==> config.mk <==
export PLATFORM = sky130hd
export DESIGN_NAME = wb_serial_master_flat
export DESIGN_NICKNAME = d
export VERILOG_FILES = /design/src/rtl/wb_serial_pkg.sv /design/src/rtl/wb_serial_master_if.sv /design/src/rtl/wb_serial_master.sv /design/src/flat_wrapper.sv
export SDC_FILE = /design/constraint.sdc
export NUM_CORES = 1
export LEC_CHECK = 0
export BUFFER_PORTS_ARGS = -buffer_cell sky130_fd_sc_hd__buf_2
export CAP_MARGIN = 20
export CORE_AREA = 2 2 105 107
export DETAILED_ROUTE_END_ITERATION = 16
export DIE_AREA = 0 0 107 109
export PLACE_DENSITY = 0.83
export SLEW_MARGIN = 0
export SYNTH_ARGS = -nofsm -noshare
export SYNTH_HDL_FRONTEND = slang
export SYNTH_SLANG_ARGS = --single-unit
==> constraint.sdc <==
create_clock -name clk -period 2.3 [get_ports clk]
set_input_delay 0.23 -clock clk [delete_from_list [all_inputs] [get_ports clk]]
set_output_delay 0.23 -clock clk [all_outputs]
set_load 0.05 [all_outputs]
==> src/rtl/wb_serial_pkg.sv <==
// Shared constants, state encoding and response byte helper for the
// byte-stream Wishbone debug master.
package wb_serial_pkg;

    localparam logic [7:0] CMD_RD  = 8'h52;
    localparam logic [7:0] CMD_WR  = 8'h57;
    localparam logic [7:0] RSP_OK  = 8'h4B;
    localparam logic [7:0] RSP_ERR = 8'h45;
    localparam logic [7:0] RSP_TMO = 8'h54;

    typedef enum logic [2:0] {
        ST_IDLE,
        ST_ADDR,
        ST_DATA,
        ST_BUS,
        ST_RESP
    } state_e;

    // Byte idx of a word, most significant byte first.
    function automatic logic [7:0] word_byte(input logic [31:0] w, input logic [1:0] idx);
        case (idx)
            2'd0:    return w[31:24];
            2'd1:    return w[23:16];
            2'd2:    return w[15:8];
            default: return w[7:0];
        endcase
    endfunction

endpackage

==> src/rtl/wb_serial_master_if.sv <==
// Wishbone classic master port bundle used between the serial master and
// the system interconnect.
interface wb_serial_master_if;

    logic [31:0] wb_adr_o;
    logic [31:0] wb_dat_o;
    logic [31:0] wb_dat_i;
    logic [3:0]  wb_sel_o;
    logic        wb_we_o;
    logic        wb_cyc_o;
    logic        wb_stb_o;
    logic        wb_ack_i;
    logic        wb_err_i;
    logic        wb_rty_i;

    modport master (
        output wb_adr_o, wb_dat_o, wb_sel_o, wb_we_o, wb_cyc_o, wb_stb_o,
        input  wb_dat_i, wb_ack_i, wb_err_i, wb_rty_i
    );

    modport slave (
        input  wb_adr_o, wb_dat_o, wb_sel_o, wb_we_o, wb_cyc_o, wb_stb_o,
        output wb_dat_i, wb_ack_i, wb_err_i, wb_rty_i
    );

endinterface

==> src/rtl/wb_serial_master.sv <==
// Parses 'R'/'W' command frames from a UART byte stream and runs one 32-bit
// Wishbone classic cycle per frame, returning read data or a status byte.
//
// state   | meaning
// --------+------------------------------------------------------------
// IDLE    | waiting for a command byte, anything else is discarded
// ADDR    | shifting in 4 address bytes
// DATA    | shifting in 4 write data bytes
// BUS     | cyc/stb asserted, waiting for ack/err/rty or timeout
// RESP    | handing response bytes to the transmitter
module wb_serial_master
    import wb_serial_pkg::*;
#(
    parameter int timeout_cycles = 1024
) (
    input  logic                      clk,
    input  logic                      reset,
    input  logic [7:0]                rx_data,
    input  logic                      rx_stb,
    output logic [7:0]                tx_data,
    output logic                      tx_valid,
    input  logic                      tx_ready,
    output logic                      overrun,
    wb_serial_master_if.master        wb
);

    localparam int TMO_W = $clog2(timeout_cycles);
    localparam logic [TMO_W-1:0] TMO_LAST = TMO_W'(timeout_cycles - 1);

    state_e           state_q, state_d;
    logic             we_q, we_d;
    logic [1:0]       cnt_q, cnt_d;
    logic [31:0]      adr_q, adr_d;
    logic [31:0]      dat_q, dat_d;
    logic [31:0]      rdat_q, rdat_d;
    logic [7:0]       rsp_q, rsp_d;
    logic [TMO_W-1:0] tmo_q, tmo_d;
    logic             done_q, done_d;
    logic             cyc_q, cyc_d;
    logic             we_o_q, we_o_d;
    logic             tx_valid_q, tx_valid_d;
    logic [7:0]       tx_data_q, tx_data_d;
    logic             overrun_q, overrun_d;
    logic             rd_ok;

    // Only a successful read returns more than one byte.
    assign rd_ok = (rsp_q == RSP_OK) && !we_q;

    always_comb begin
        state_d    = state_q;
        we_d       = we_q;
        cnt_d      = cnt_q;
        adr_d      = adr_q;
        dat_d      = dat_q;
        rdat_d     = rdat_q;
        rsp_d      = rsp_q;
        tmo_d      = tmo_q;
        done_d     = done_q;
        cyc_d      = cyc_q;
        we_o_d     = we_o_q;
        tx_valid_d = tx_valid_q;
        tx_data_d  = tx_data_q;
        overrun_d  = overrun_q;

        if (rx_stb && (state_q == ST_BUS || state_q == ST_RESP)) begin
            overrun_d = 1'b1;
        end

        case (state_q)
            ST_IDLE: begin
                if (rx_stb && (rx_data == CMD_RD || rx_data == CMD_WR)) begin
                    we_d    = (rx_data == CMD_WR);
                    cnt_d   = 2'd0;
                    state_d = ST_ADDR;
                end
            end
            ST_ADDR: begin
                if (rx_stb) begin
                    adr_d = {adr_q[23:0], rx_data};
                    cnt_d = cnt_q + 2'd1;
                    if (cnt_q == 2'd3) begin
                        cnt_d = 2'd0;
                        if (we_q) begin
                            state_d = ST_DATA;
                        end else begin
                            state_d = ST_BUS;
                            cyc_d   = 1'b1;
                            we_o_d  = 1'b0;
                            tmo_d   = '0;
                            done_d  = 1'b0;
                        end
                    end
                end
            end
            ST_DATA: begin
                if (rx_stb) begin
                    dat_d = {dat_q[23:0], rx_data};
                    cnt_d = cnt_q + 2'd1;
                    if (cnt_q == 2'd3) begin
                        cnt_d   = 2'd0;
                        state_d = ST_BUS;
                        cyc_d   = 1'b1;
                        we_o_d  = 1'b1;
                        tmo_d   = '0;
                        done_d  = 1'b0;
                    end
                end
            end
            ST_BUS: begin
                if (done_q) begin
                    // Termination was sampled last edge; cyc drops one edge later.
                    cyc_d      = 1'b0;
                    we_o_d     = 1'b0;
                    cnt_d      = 2'd0;
                    state_d    = ST_RESP;
                    tx_valid_d = 1'b1;
                    tx_data_d  = rd_ok ? word_byte(rdat_q, 2'd0) : rsp_q;
                end else if (wb.wb_err_i || wb.wb_rty_i) begin
                    done_d = 1'b1;
                    rsp_d  = RSP_ERR;
                end else if (wb.wb_ack_i) begin
                    done_d = 1'b1;
                    rsp_d  = RSP_OK;
                    rdat_d = wb.wb_dat_i;
                end else if (tmo_q == TMO_LAST) begin
                    cyc_d      = 1'b0;
                    we_o_d     = 1'b0;
                    cnt_d      = 2'd0;
                    rsp_d      = RSP_TMO;
                    state_d    = ST_RESP;
                    tx_valid_d = 1'b1;
                    tx_data_d  = RSP_TMO;
                end else begin
                    tmo_d = tmo_q + 1'b1;
                end
            end
            ST_RESP: begin
                if (tx_valid_q && tx_ready) begin
                    if (rd_ok && cnt_q != 2'd3) begin
                        cnt_d     = cnt_q + 2'd1;
                        tx_data_d = word_byte(rdat_q, cnt_q + 2'd1);
                    end else begin
                        cnt_d      = 2'd0;
                        tx_valid_d = 1'b0;
                        state_d    = ST_IDLE;
                    end
                end
            end
            default: begin
                state_d = ST_IDLE;
            end
        endcase
    end

    always_ff @(posedge clk) begin
        if (reset) begin
            state_q    <= ST_IDLE;
            we_q       <= 1'b0;
            cnt_q      <= 2'd0;
            adr_q      <= '0;
            dat_q      <= '0;
            rdat_q     <= '0;
            rsp_q      <= '0;
            tmo_q      <= '0;
            done_q     <= 1'b0;
            cyc_q      <= 1'b0;
            we_o_q     <= 1'b0;
            tx_valid_q <= 1'b0;
            tx_data_q  <= '0;
            overrun_q  <= 1'b0;
        end else begin
            state_q    <= state_d;
            we_q       <= we_d;
            cnt_q      <= cnt_d;
            adr_q      <= adr_d;
            dat_q      <= dat_d;
            rdat_q     <= rdat_d;
            rsp_q      <= rsp_d;
            tmo_q      <= tmo_d;
            done_q     <= done_d;
            cyc_q      <= cyc_d;
            we_o_q     <= we_o_d;
            tx_valid_q <= tx_valid_d;
            tx_data_q  <= tx_data_d;
            overrun_q  <= overrun_d;
        end
    end

    assign wb.wb_adr_o = adr_q;
    assign wb.wb_dat_o = dat_q;
    assign wb.wb_sel_o = {4{cyc_q}};
    assign wb.wb_we_o  = we_o_q;
    assign wb.wb_cyc_o = cyc_q;
    assign wb.wb_stb_o = cyc_q;

    assign tx_data  = tx_data_q;
    assign tx_valid = tx_valid_q;
    assign overrun  = overrun_q;

endmodule

==> src/flat_wrapper.sv <==
// flat-port wrapper written by rule: the top's interface ports become plain ports
module wb_serial_master_flat import wb_serial_pkg::*;
#(
    parameter int timeout_cycles = 1024
)
  (clk, reset, rx_data, rx_stb, tx_data, tx_valid, tx_ready, overrun, wb_wb_adr_o, wb_wb_dat_o, wb_wb_sel_o, wb_wb_we_o, wb_wb_cyc_o, wb_wb_stb_o, wb_wb_dat_i, wb_wb_ack_i, wb_wb_err_i, wb_wb_rty_i);
  wb_serial_master_if wb_i ();
  input  logic clk;
  input  logic reset;
  input  logic [7:0] rx_data;
  input  logic rx_stb;
  output logic [7:0] tx_data;
  output logic tx_valid;
  input  logic tx_ready;
  output logic overrun;
  output wire logic [$bits(wb_i.wb_adr_o)-1:0] wb_wb_adr_o;
  output wire logic [$bits(wb_i.wb_dat_o)-1:0] wb_wb_dat_o;
  output wire logic [$bits(wb_i.wb_sel_o)-1:0] wb_wb_sel_o;
  output wire logic [$bits(wb_i.wb_we_o)-1:0] wb_wb_we_o;
  output wire logic [$bits(wb_i.wb_cyc_o)-1:0] wb_wb_cyc_o;
  output wire logic [$bits(wb_i.wb_stb_o)-1:0] wb_wb_stb_o;
  input wire logic [$bits(wb_i.wb_dat_i)-1:0] wb_wb_dat_i;
  input wire logic [$bits(wb_i.wb_ack_i)-1:0] wb_wb_ack_i;
  input wire logic [$bits(wb_i.wb_err_i)-1:0] wb_wb_err_i;
  input wire logic [$bits(wb_i.wb_rty_i)-1:0] wb_wb_rty_i;
  assign wb_wb_adr_o = wb_i.wb_adr_o;
  assign wb_wb_dat_o = wb_i.wb_dat_o;
  assign wb_wb_sel_o = wb_i.wb_sel_o;
  assign wb_wb_we_o = wb_i.wb_we_o;
  assign wb_wb_cyc_o = wb_i.wb_cyc_o;
  assign wb_wb_stb_o = wb_i.wb_stb_o;
  assign wb_i.wb_dat_i = wb_wb_dat_i;
  assign wb_i.wb_ack_i = wb_wb_ack_i;
  assign wb_i.wb_err_i = wb_wb_err_i;
  assign wb_i.wb_rty_i = wb_wb_rty_i;
  wb_serial_master #(.timeout_cycles(timeout_cycles)) u_core (.clk(clk), .reset(reset), .rx_data(rx_data), .rx_stb(rx_stb), .tx_data(tx_data), .tx_valid(tx_valid), .tx_ready(tx_ready), .overrun(overrun), .wb(wb_i));
endmodule
==> impl_metrics.py, run 1 <==
metrics = {
    "status": {
        "run_status": "finished, final reports clean",
    },
    "final_layout": {
        "area_growth_pct": 31.5,
        "mostFrequentLayoutCells": "213 x nand2_1, 130 x dfxtp_1, 126 x buf_2",
        "mostFrequentLayoutCell": "nand2_1",
        "drive_above_1_share": 0.218,
        "fillers": 868,
        "antenna_cells": 0,
        "fin_nets": 891,
    },
    "placed_design": {
        "io_buffers": 127,
        "place_congestion": 0.884,
        "hpwlAfterDp_microns": 9320,
    },
    "synthesis": {
        "synth_cells": 688,
        "ys_types": 57,
        "synth-compound-area-share": 0.196,
        "synth-xor-area-share": 0.00322,
        "synth-seq-cells": 130,
        "syn_nets": 741,
        "muxShareOfSynthArea": 0.0147,
        "syn_area_sq_um": 5450,
        "synth_top_family_by_area": "simple AND/OR/NAND/NOR gates",
        "syn_area_per_cell_sq_um": 7.91,
        "synth_fa_ha_area_frac": 0.0156,
        "synth_async_sr_flop_share": 0,
        "synth_edf_count": 0,
        "ys_warn_count": 0,
        "synth_ff_type": "dfxtp_1",
        "yosysSeqAreaShare": 0.478,
        "synth-simple-area-share": 0.247,
    },
    "timing": {
        "max_freq_ghz": 0.473,
        "setup-tns-final_ns": 0,
        "relSlewSlack": 0.599,
        "period_share": 0.919,
        "maxSlewViolCount": 0,
        "fin_crit_ns": 2.11,
        "fin_worst_skew_ns": 0.00917,
        "hold_violations": 0,
        "rsz0062_at_grt": "false",
        "worstMarginPinSlew_ns": 0.602,
        "hold_ws_ns": 0.0129,
        "setup_viol": 0,
    },
    "route": {
        "vias": 5437,
        "drc": 0,
        "wl_microns": 14700,
        "first_pass_iters": 8,
        "wl_per_cell_microns": 14.9,
        "ant_nets": 0,
        "drt-vias-per-instance": 5.49,
        "drtIter0Drc": 551,
    },
    "die": {
        "die_area_sq_um": 11700,
        "initial_core_util": 0.514,
        "fp-row-count": 38,
        "die_h_microns": 109,
        "io_pins": 128,
        "core_area_sq_um": 10600,
        "fp.dieW_microns": 107,
    },
    "setup_path": {
        "critPathMaxStageDelay_ns": 0.56,
        "worstSetupEndpointType": "flop",
        "rr_endpoint": "u_core.tx_data[4]",
        "critPathRequiredTime_ns": 2.68,
        "ff2ff_path_depth": 5,
        "worst_path_max_delay_cell": "or4_4",
        "crit_path_start_kind": "flop",
        "path_cells": "or3b_1, or4_4, nand2_4, and2_1, o32ai_1",
        "rrSetupSlack_ns": 0.19,
        "worstPathArrival_ns": 2.50,
        "critPathKind": "reg2reg",
        "rr_startpoint": "u_core.state_q[2]",
        "worstPathMaxFanout": 8,
    },
    "grt": {
        "grt_pass1_wl_microns": 23500,
        "grt_overflow": 0,
        "grt.total_usage": 0.252,
        "grt_antenna_before_repair": 0,
        "grt_max_degree": 56,
        "grt_pass1_vias": 4857,
    },
    "power_and_ir_drop": {
        "p_total_w": 0.00546,
        "leakagePower_nw": 2.81,
        "power_density_nw_per_um2": 763,
        "vdd_ir_drop_max_uv": 376,
    },
    "clock_tree": {
        "path_clk_slew_ns": 0.06,
        "clk_latency_ns": 0.52,
        "cts_max_path_buffers": 2,
        "postCtsSetupBuffers": 0,
        "postCtsHoldBufs": 39,
        "numCtsBuffers": 17,
        "clkSinkCount": 130,
        "htreeDepth": 4,
        "clockRootBuffer": "clkbuf_8",
        "ctsResizeCount": 0,
        "tritoncts": "done",
    },
    "worst_hold_path": {
        "holdPathStages": 3,
        "min_to": "u_core.wb.wb_dat_o[2]",
        "hp-class": "in2reg",
        "hold_path_startpoint": "rx_data[2]",
    },
    "flow_run": {
        "maxCapViolations": 0,
    },
}
## critical path, delay by kind of cell (launching register included)
kind            cells  cell delay (ns)
simple gates        4             1.40
compound gates      1             0.14
flops               1             0.45
## state kept, by name, indices dropped and copies added, names as in the netlist
register,flops
u_core.rdat_q,32
u_core.wb.wb_we_o,1
u_core.tx_data,8
u_core.tx_valid,1
u_core.wb.wb_adr_o,32
u_core.tmo_q,10
u_core.wb.wb_cyc_o,1
u_core.overrun,1
u_core.we_q,1
u_core.rsp_q,5
u_core.state_q,3
u_core.done_q,1
u_core.cnt_q,2
u_core.wb.wb_dat_o,32
## metal layers
metal  GRT usage  up-vias  wire length, microns
li1            -     2676                     -
met2       0.403      236                  6950
met1       0.332     2477                  6310
met4       0.107        0                   435
met5           0        -                     0
met3      0.0550       48                  1030
## cells by family (layout without fill, tap and decap cells)
logic type | Yosys count | count (layout)
compound gates | 180 | 180
xor+xnor | 2 | 2
fa+ha+maj | 7 | 7
buf+inv | 59 | 221
flops | 130 | 130
mux | 8 | 8
simple gates | 302 | 302
## metrics by stage
stage	instances	worst slack [ns]	utilization	instance area [sq um]
after floorplan	688	0.292	-	5450
after global placement	920	0.252	0.581	6160
after detailed placement	920	0.233	0.581	6160
after CTS	990	0.192	0.675	7160
after global routing	990	0.0222	0.675	7160
final	990	0.186	0.675	7160
## synthesized netlist by cell type, types with 2 or more instances
library cell | number | area (sq um)
and3_1 | 6 | 37.5
buf_4 | 6 | 45.0
o31ai_1 | 7 | 52.6
nor2_1 | 20 | 75.1
nand3_1 | 13 | 65.1
a21oi_1 | 124 | 621
o21ai_0 | 15 | 75.1
nand4_1 | 9 | 56.3
a32oi_1 | 2 | 17.5
or2_2 | 3 | 18.8
dfxtp_1 | 130 | 2600
nor3_1 | 5 | 25.0
nand2_1 | 213 | 800
or4_1 | 6 | 45.0
mux2i_1 | 8 | 80.1
a31oi_1 | 2 | 12.5
o311ai_0 | 2 | 17.5
nand4b_1 | 2 | 17.5
a222oi_1 | 8 | 80.1
inv_1 | 8 | 30.0
and2_1 | 3 | 18.8
a211oi_1 | 9 | 67.6
nand2b_1 | 4 | 25.0
or3_1 | 3 | 18.8
and4_1 | 2 | 17.5
ha_1 | 6 | 75.1
clkbuf_1 | 42 | 158
## area by class of cell
class                      count  area, sq um  area share
tap                          140          175      0.0245
clock inverter                13          198      0.0276
inverter                       8         30.0     0.00419
clock buffer                  18          418      0.0584
timing repair buffer         182         1150       0.160
sequential                   130         2600       0.363
multi-input combinational    499         2590       0.362
## power by group
group / switching [W] / internal, W / leakage, nW / total, W
clock: 0.00104 / 0.00178 / 0.291 / 0.00282
combinational: 0.000229 / 0.000138 / 1.47 / 0.000367
sequential: 0.0000119 / 0.00227 / 1.05 / 0.00228
total: 0.00128 / 0.00419 / 2.81 / 0.00546
## worst max-delay path by stage
stage                 startpoint           endpoint  slack, ns
2_1_floorplan  u_core.state_q[1]  u_core.tx_data[3]       0.29
3_3_place_gp         wb_wb_ack_i  u_core.tx_data[6]       0.25
3_5_place_dp   u_core.state_q[2]  u_core.tx_data[1]       0.23
4_1_cts        u_core.state_q[2]  u_core.tx_data[4]       0.19
5_1_grt          u_core.cnt_q[0]    u_core.tmo_q[5]       0.02
6_report       u_core.state_q[2]  u_core.tx_data[4]       0.19
Note: power is estimated with default switching activity, not from simulation.
==> inputs of run 2 (changes only) <==
--- a/config.mk
+++ b/config.mk
@@ -7,9 +7,9 @@
 export LEC_CHECK = 0
 export BUFFER_PORTS_ARGS = -buffer_cell sky130_fd_sc_hd__buf_2
 export CAP_MARGIN = 20
-export CORE_AREA = 2 2 105 107
+export CORE_AREA = 2 2 110 112
 export DETAILED_ROUTE_END_ITERATION = 16
-export DIE_AREA = 0 0 107 109
+export DIE_AREA = 0 0 112 114
 export PLACE_DENSITY = 0.83
 export SLEW_MARGIN = 0
 export SYNTH_ARGS = -nofsm -noshare
==> constraint.sdc (replaced) <==
create_clock -name clk -period 1.7 [get_ports clk]
set_input_delay 0.17 -clock clk [delete_from_list [all_inputs] [get_ports clk]]
set_output_delay 0.17 -clock clk [all_outputs]
set_load 0.05 [all_outputs]
==> impl_metrics.py, run 2 (same netlist as run 1, synthesis figures left out) <==
metrics = {
    "timing": {
        "rsz0062_at_grt": "true",
        "fin_ws_ns": -0.165,
        "relSlewSlack": 0.647,
        "period_share": 1.10,
        "max_freq_ghz": 0.536,
        "maxSlewViolCount": 0,
        "setup-tns-final_ns": -1.57,
        "setup_viol": 18,
        "hold_violations": 0,
        "worstMarginPinSlew_ns": 0.530,
        "fin_crit_ns": 1.86,
        "fin_worst_skew_ns": 0.00828,
    },
    "setup_path": {
        "critPathRequiredTime_ns": 1.98,
        "crit_path_start_kind": "flop",
        "critPathKind": "reg2reg",
        "worstPathMaxFanout": 8,
        "path_cells": "or3b_4, or4_4, nand2_8, and2_4, a211oi_2",
        "critPathMaxStageDelay_ns": 0.58,
        "worst_path_max_delay_cell": "or4_4",
        "worstSetupEndpointType": "flop",
        "worstPathArrival_ns": 2.14,
    },
    "final_layout": {
        "fillers": 914,
        "area_growth_pct": 40.9,
        "mostFrequentLayoutCells": "212 x nand2_1, 126 x buf_2, 119 x dfxtp_1",
        "fin_nets": 925,
        "drive_above_1_share": 0.325,
        "antenna_cells": 0,
        "mostFrequentLayoutCell": "nand2_1",
        "fin_util": 0.655,
        "stdcell_count": 1031,
    },
    "clock_tree": {
        "htreeDepth": 4,
        "numCtsBuffers": 17,
        "clk_latency_ns": 0.42,
        "clockRootBuffer": "clkbuf_16",
        "path_clk_slew_ns": 0.06,
        "clkSinkCount": 130,
        "tritoncts": "done",
        "cts_max_path_buffers": 2,
    },
    "placed_design": {
        "hpwlAfterDp_microns": 10000,
        "dp.cells": 964,
        "place_congestion": 0.900,
        "pre_cts_ws_ns": -0.227,
        "io_buffers": 127,
    },
    "grt": {
        "grt_overflow": 0,
        "grt_pass1_wl_microns": 25200,
        "grt_pass1_vias": 5184,
        "grt_max_degree": 53,
        "grt_antenna_before_repair": 0,
        "grt.total_usage": 0.245,
    },
    "die": {
        "fp.dieW_microns": 112,
        "die_h_microns": 114,
        "initial_core_util": 0.465,
        "fp-row-count": 40,
        "core_area_sq_um": 11700,
        "io_pins": 128,
        "die_area_sq_um": 12800,
    },
    "status": {
        "violations": "setup timing",
        "run_status": "complete, but fails checks",
    },
    "route": {
        "first_pass_iters": 5,
        "drtIter0Drc": 635,
        "wl_per_cell_microns": 15.9,
        "drc": 0,
        "drt-vias-per-instance": 5.50,
        "vias": 5669,
        "wl_microns": 16400,
        "ant_nets": 0,
    },
    "worst_hold_path": {
        "hp-class": "in2reg",
    },
    "power_and_ir_drop": {
        "leakagePower_nw": 3.02,
        "vdd_ir_drop_max_uv": 669,
        "power_density_nw_per_um2": 913,
        "p_total_w": 0.00701,
    },
    "flow_run": {
        "maxCapViolations": 0,
    },
}
## run 2: cell type report
cell class / instances / area [sq um] / area share
Multi-Input combinational cell: 501 / 2870 / 0.374
Sequential cell: 130 / 2620 / 0.341
Timing Repair Buffer: 214 / 1430 / 0.186
Clock buffer: 21 / 460 / 0.0600
Tap cell: 147 / 184 / 0.0240
Clock inverter: 10 / 86.3 / 0.0113
Inverter: 8 / 30.0 / 0.00391
## run 2: stage by stage
stage,area (sq um),hold slack (ns)
floorplan,5460,0.306
global placement,6510,0.413
detailed placement,6510,0.417
CTS,7510,0.000741
global route,7670,0.00701
finish,7670,0.00451
## run 2: critical path: cells and delay by family, from the launching register on
| kind | cells | cell delay [ns] |
|---|---|---|
| simple gates | 4 | 1.30 |
| flops | 1 | 0.33 |
| compound gates | 1 | 0.09 |
## run 2: what timing repair did
action                                  in CTS  in global routing
gates cloned                                 2                  0
hold endpoints to repair                    25                  0
resized for setup                           34                 39
buffers inserted                             7                  3
hold buffers                                25                  0
endpoints found under the setup margin      25                 64
pin swaps                                   11                 12
## run 2: per-layer routing
metal	global-route usage	part of all wire	wire length, microns	vias up
met3	0.0569	0.051	838	48
met4	0.114	0.031	505	0
li1	-	-	-	2747
met2	0.409	0.50	8240	207
met1	0.303	0.42	6840	2667
met5	0	0	0	-
## run 2: worst paths after layout
| check | to | start | slack [ns] | cells after the start |
|---|---|---|---|---|
| setup / recovery | u_core.tx_data[0] | u_core.state_q[2] | -0.16 | 5 |
| hold / removal | u_core.rdat_q[8] | wb_wb_dat_i[8] | 0.005 | 3 |
| setup reg to reg | u_core.tx_data[0] | u_core.state_q[2] | -0.16 | 5 |
| hold reg to reg | u_core.wb.wb_dat_o[31] | u_core.wb.wb_dat_o[31] | 0.45 | 2 |
## run 2: where the power goes
| part | internal (W) | switching (W) | total (W) |
|---|---|---|---|
| clock network | 0.00206 | 0.00132 | 0.00339 |
| logic | 0.000201 | 0.000332 | 0.000533 |
| registers | 0.00307 | 0.0000175 | 0.00309 |
| total | 0.00533 | 0.00167 | 0.00701 |
==> inputs of run 3 (changes only) <==
--- a/config.mk
+++ b/config.mk
@@ -7,10 +7,10 @@
 export LEC_CHECK = 0
 export BUFFER_PORTS_ARGS = -buffer_cell sky130_fd_sc_hd__buf_2
 export CAP_MARGIN = 20
-export CORE_AREA = 2 2 110 112
+export CORE_AREA = 8 8 111 113
 export DETAILED_ROUTE_END_ITERATION = 16
-export DIE_AREA = 0 0 112 114
-export PLACE_DENSITY = 0.83
+export DIE_AREA = 0 0 119 121
+export PLACE_DENSITY = 0.86
 export SLEW_MARGIN = 0
 export SYNTH_ARGS = -nofsm -noshare
 export SYNTH_HDL_FRONTEND = slang
==> constraint.sdc (replaced) <==
create_clock -name clk -period 2 [get_ports clk]
set_input_delay 0.2 -clock clk [delete_from_list [all_inputs] [get_ports clk]]
set_output_delay 0.2 -clock clk [all_outputs]
set_load 0.05 [all_outputs]
==> impl_metrics.py, run 3 (same netlist as run 1, synthesis figures left out) <==
metrics = {
    "final_layout": {
        "mostFrequentLayoutCell": "nand2_1",
        "area_growth_pct": 33.1,
        "fin_nets": 904,
        "mostFrequentLayoutCells": "213 x nand2_1, 128 x dfxtp_1, 126 x buf_2",
        "antenna_cells": 0,
        "drive_above_1_share": 0.238,
        "stdcell_count": 1004,
    },
    "worst_hold_path": {
        "holdPathStages": 3,
        "hp-class": "in2reg",
    },
    "clock_tree": {
        "path_clk_slew_ns": 0.06,
        "tritoncts": "done",
        "htreeDepth": 4,
        "clk_latency_ns": 0.53,
        "numCtsBuffers": 17,
        "clockRootBuffer": "clkbuf_8",
        "cts_max_path_buffers": 2,
        "clkSinkCount": 130,
    },
    "grt": {
        "grt_pass1_vias": 5306,
        "grt_pass1_wl_microns": 25900,
        "grt_antenna_before_repair": 0,
        "grt_overflow": 0,
        "grt.total_usage": 0.221,
        "grt_max_degree": 52,
    },
    "timing": {
        "fin_crit_ns": 1.96,
        "fin_ws_ns": 0.0434,
        "setup_viol": 0,
        "period_share": 0.978,
        "worstMarginPinSlew_ns": 0.586,
        "maxSlewViolCount": 0,
        "max_freq_ghz": 0.511,
        "hold_violations": 0,
        "relSlewSlack": 0.609,
        "fin_worst_skew_ns": 0.0106,
    },
    "status": {
        "run_status": "finished, final reports clean",
    },
    "power_and_ir_drop": {
        "p_total_w": 0.00602,
        "power_density_nw_per_um2": 830,
        "leakagePower_nw": 2.86,
        "vdd_ir_drop_max_uv": 747,
    },
    "setup_path": {
        "critPathMaxStageDelay_ns": 0.49,
        "ff2ff_path_depth": 6,
        "path_cells": "ha_2, and3_1, nand4_1, a21oi_1, nand2b_1, a21oi_1",
        "crit_path_start_kind": "flop",
        "path_delay_family": "simple AND/OR/NAND/NOR gates",
        "worst_path_max_delay_cell": "a21oi_1",
        "worstSetupEndpointType": "flop",
        "path_common_cell": "a21oi_1",
        "critPathRequiredTime_ns": 2.39,
        "cp.depth": 6,
        "worstPathArrival_ns": 2.35,
        "critPathKind": "reg2reg",
        "worstPathMaxFanout": 6,
        "path_buf_inv": 0,
    },
    "die": {
        "fp-row-count": 38,
        "die_area_sq_um": 14400,
        "initial_core_util": 0.514,
        "io_pins": 128,
        "core_area_sq_um": 10600,
        "fp.dieW_microns": 119,
        "die_h_microns": 121,
    },
    "route": {
        "drc": 0,
        "first_pass_iters": 8,
        "drt-vias-per-instance": 5.62,
        "ant_nets": 0,
        "drtIter0Drc": 619,
        "vias": 5639,
        "wl_per_cell_microns": 16.3,
        "wl_microns": 16400,
    },
    "placed_design": {
        "dp.cells": 931,
        "hpwlAfterDp_microns": 10200,
        "place_congestion": 0.873,
        "io_buffers": 127,
        "pre_cts_ws_ns": -0.00935,
    },
    "flow_run": {
        "maxCapViolations": 0,
    },
}
-- run 3: cell type report --
type	count	area, sq um
Clock inverter	11	110
Clock buffer	21	459
Inverter	8	30.0
Fill cell	829	3360
Sequential cell	130	2610
Multi-Input combinational cell	499	2610
Tap cell	140	175
Timing Repair Buffer	195	1260
-- run 3: through the flow --
| step | hold WS [ns] | cell area [sq um] | TNS (ns) | util |
|---|---|---|---|---|
| floorplan | 0.336 | 5450 | 0 | - |
| global placement | 0.439 | 6250 | 0 | 0.590 |
| detailed placement | 0.444 | 6250 | -0.0236 | 0.590 |
| CTS | 0.0326 | 7220 | 0 | 0.681 |
| global route | 0.0706 | 7250 | -0.129 | 0.683 |
| finish | 0.0562 | 7250 | 0 | 0.683 |
-- run 3: final timing paths --
| check | endpoint | startpoint | slack, ns |
|---|---|---|---|
| worst min-delay path | u_core.overrun | rx_stb | 0.06 |
| worst max-delay path | u_core.rsp_q[3] | u_core.tmo_q[1] | 0.04 |
| worst min register to register | u_core.wb.wb_dat_o[27] | u_core.wb.wb_dat_o[27] | 0.45 |
| worst max register to register | u_core.rsp_q[3] | u_core.tmo_q[1] | 0.04 |
-- run 3: worst min-delay path, delay by kind of cell --
| kind | cells | cell delay [ns] |
|---|---|---|
| compound gates | 1 | 0.09 |
| buf+inv | 1 | 0.18 |
| simple gates | 1 | 0.08 |
-- run 3: power breakdown --
group | internal [W] | switching [W] | total [W]
clock network | 0.00185 | 0.00111 | 0.00296
registers | 0.00261 | 0.0000141 | 0.00262
logic | 0.000162 | 0.000270 | 0.000432
-- run 3: routing by layer --
layer / vias up / GRT usage / routed length (microns)
met5: - / 0 / 0
met4: 0 / 0.117 / 622
met1: 2595 / 0.255 / 6650
met2: 282 / 0.360 / 7880
met3: 60 / 0.0745 / 1250
li1: 2702 / - / -
-- run 3: repair_timing --
action                                  CTS  global route
hold buffers                             40             0
endpoints found under the hold margin    49             0
gates resized for setup                   0             8
setup buffers                             0             1
endpoints found under the setup margin    0            21
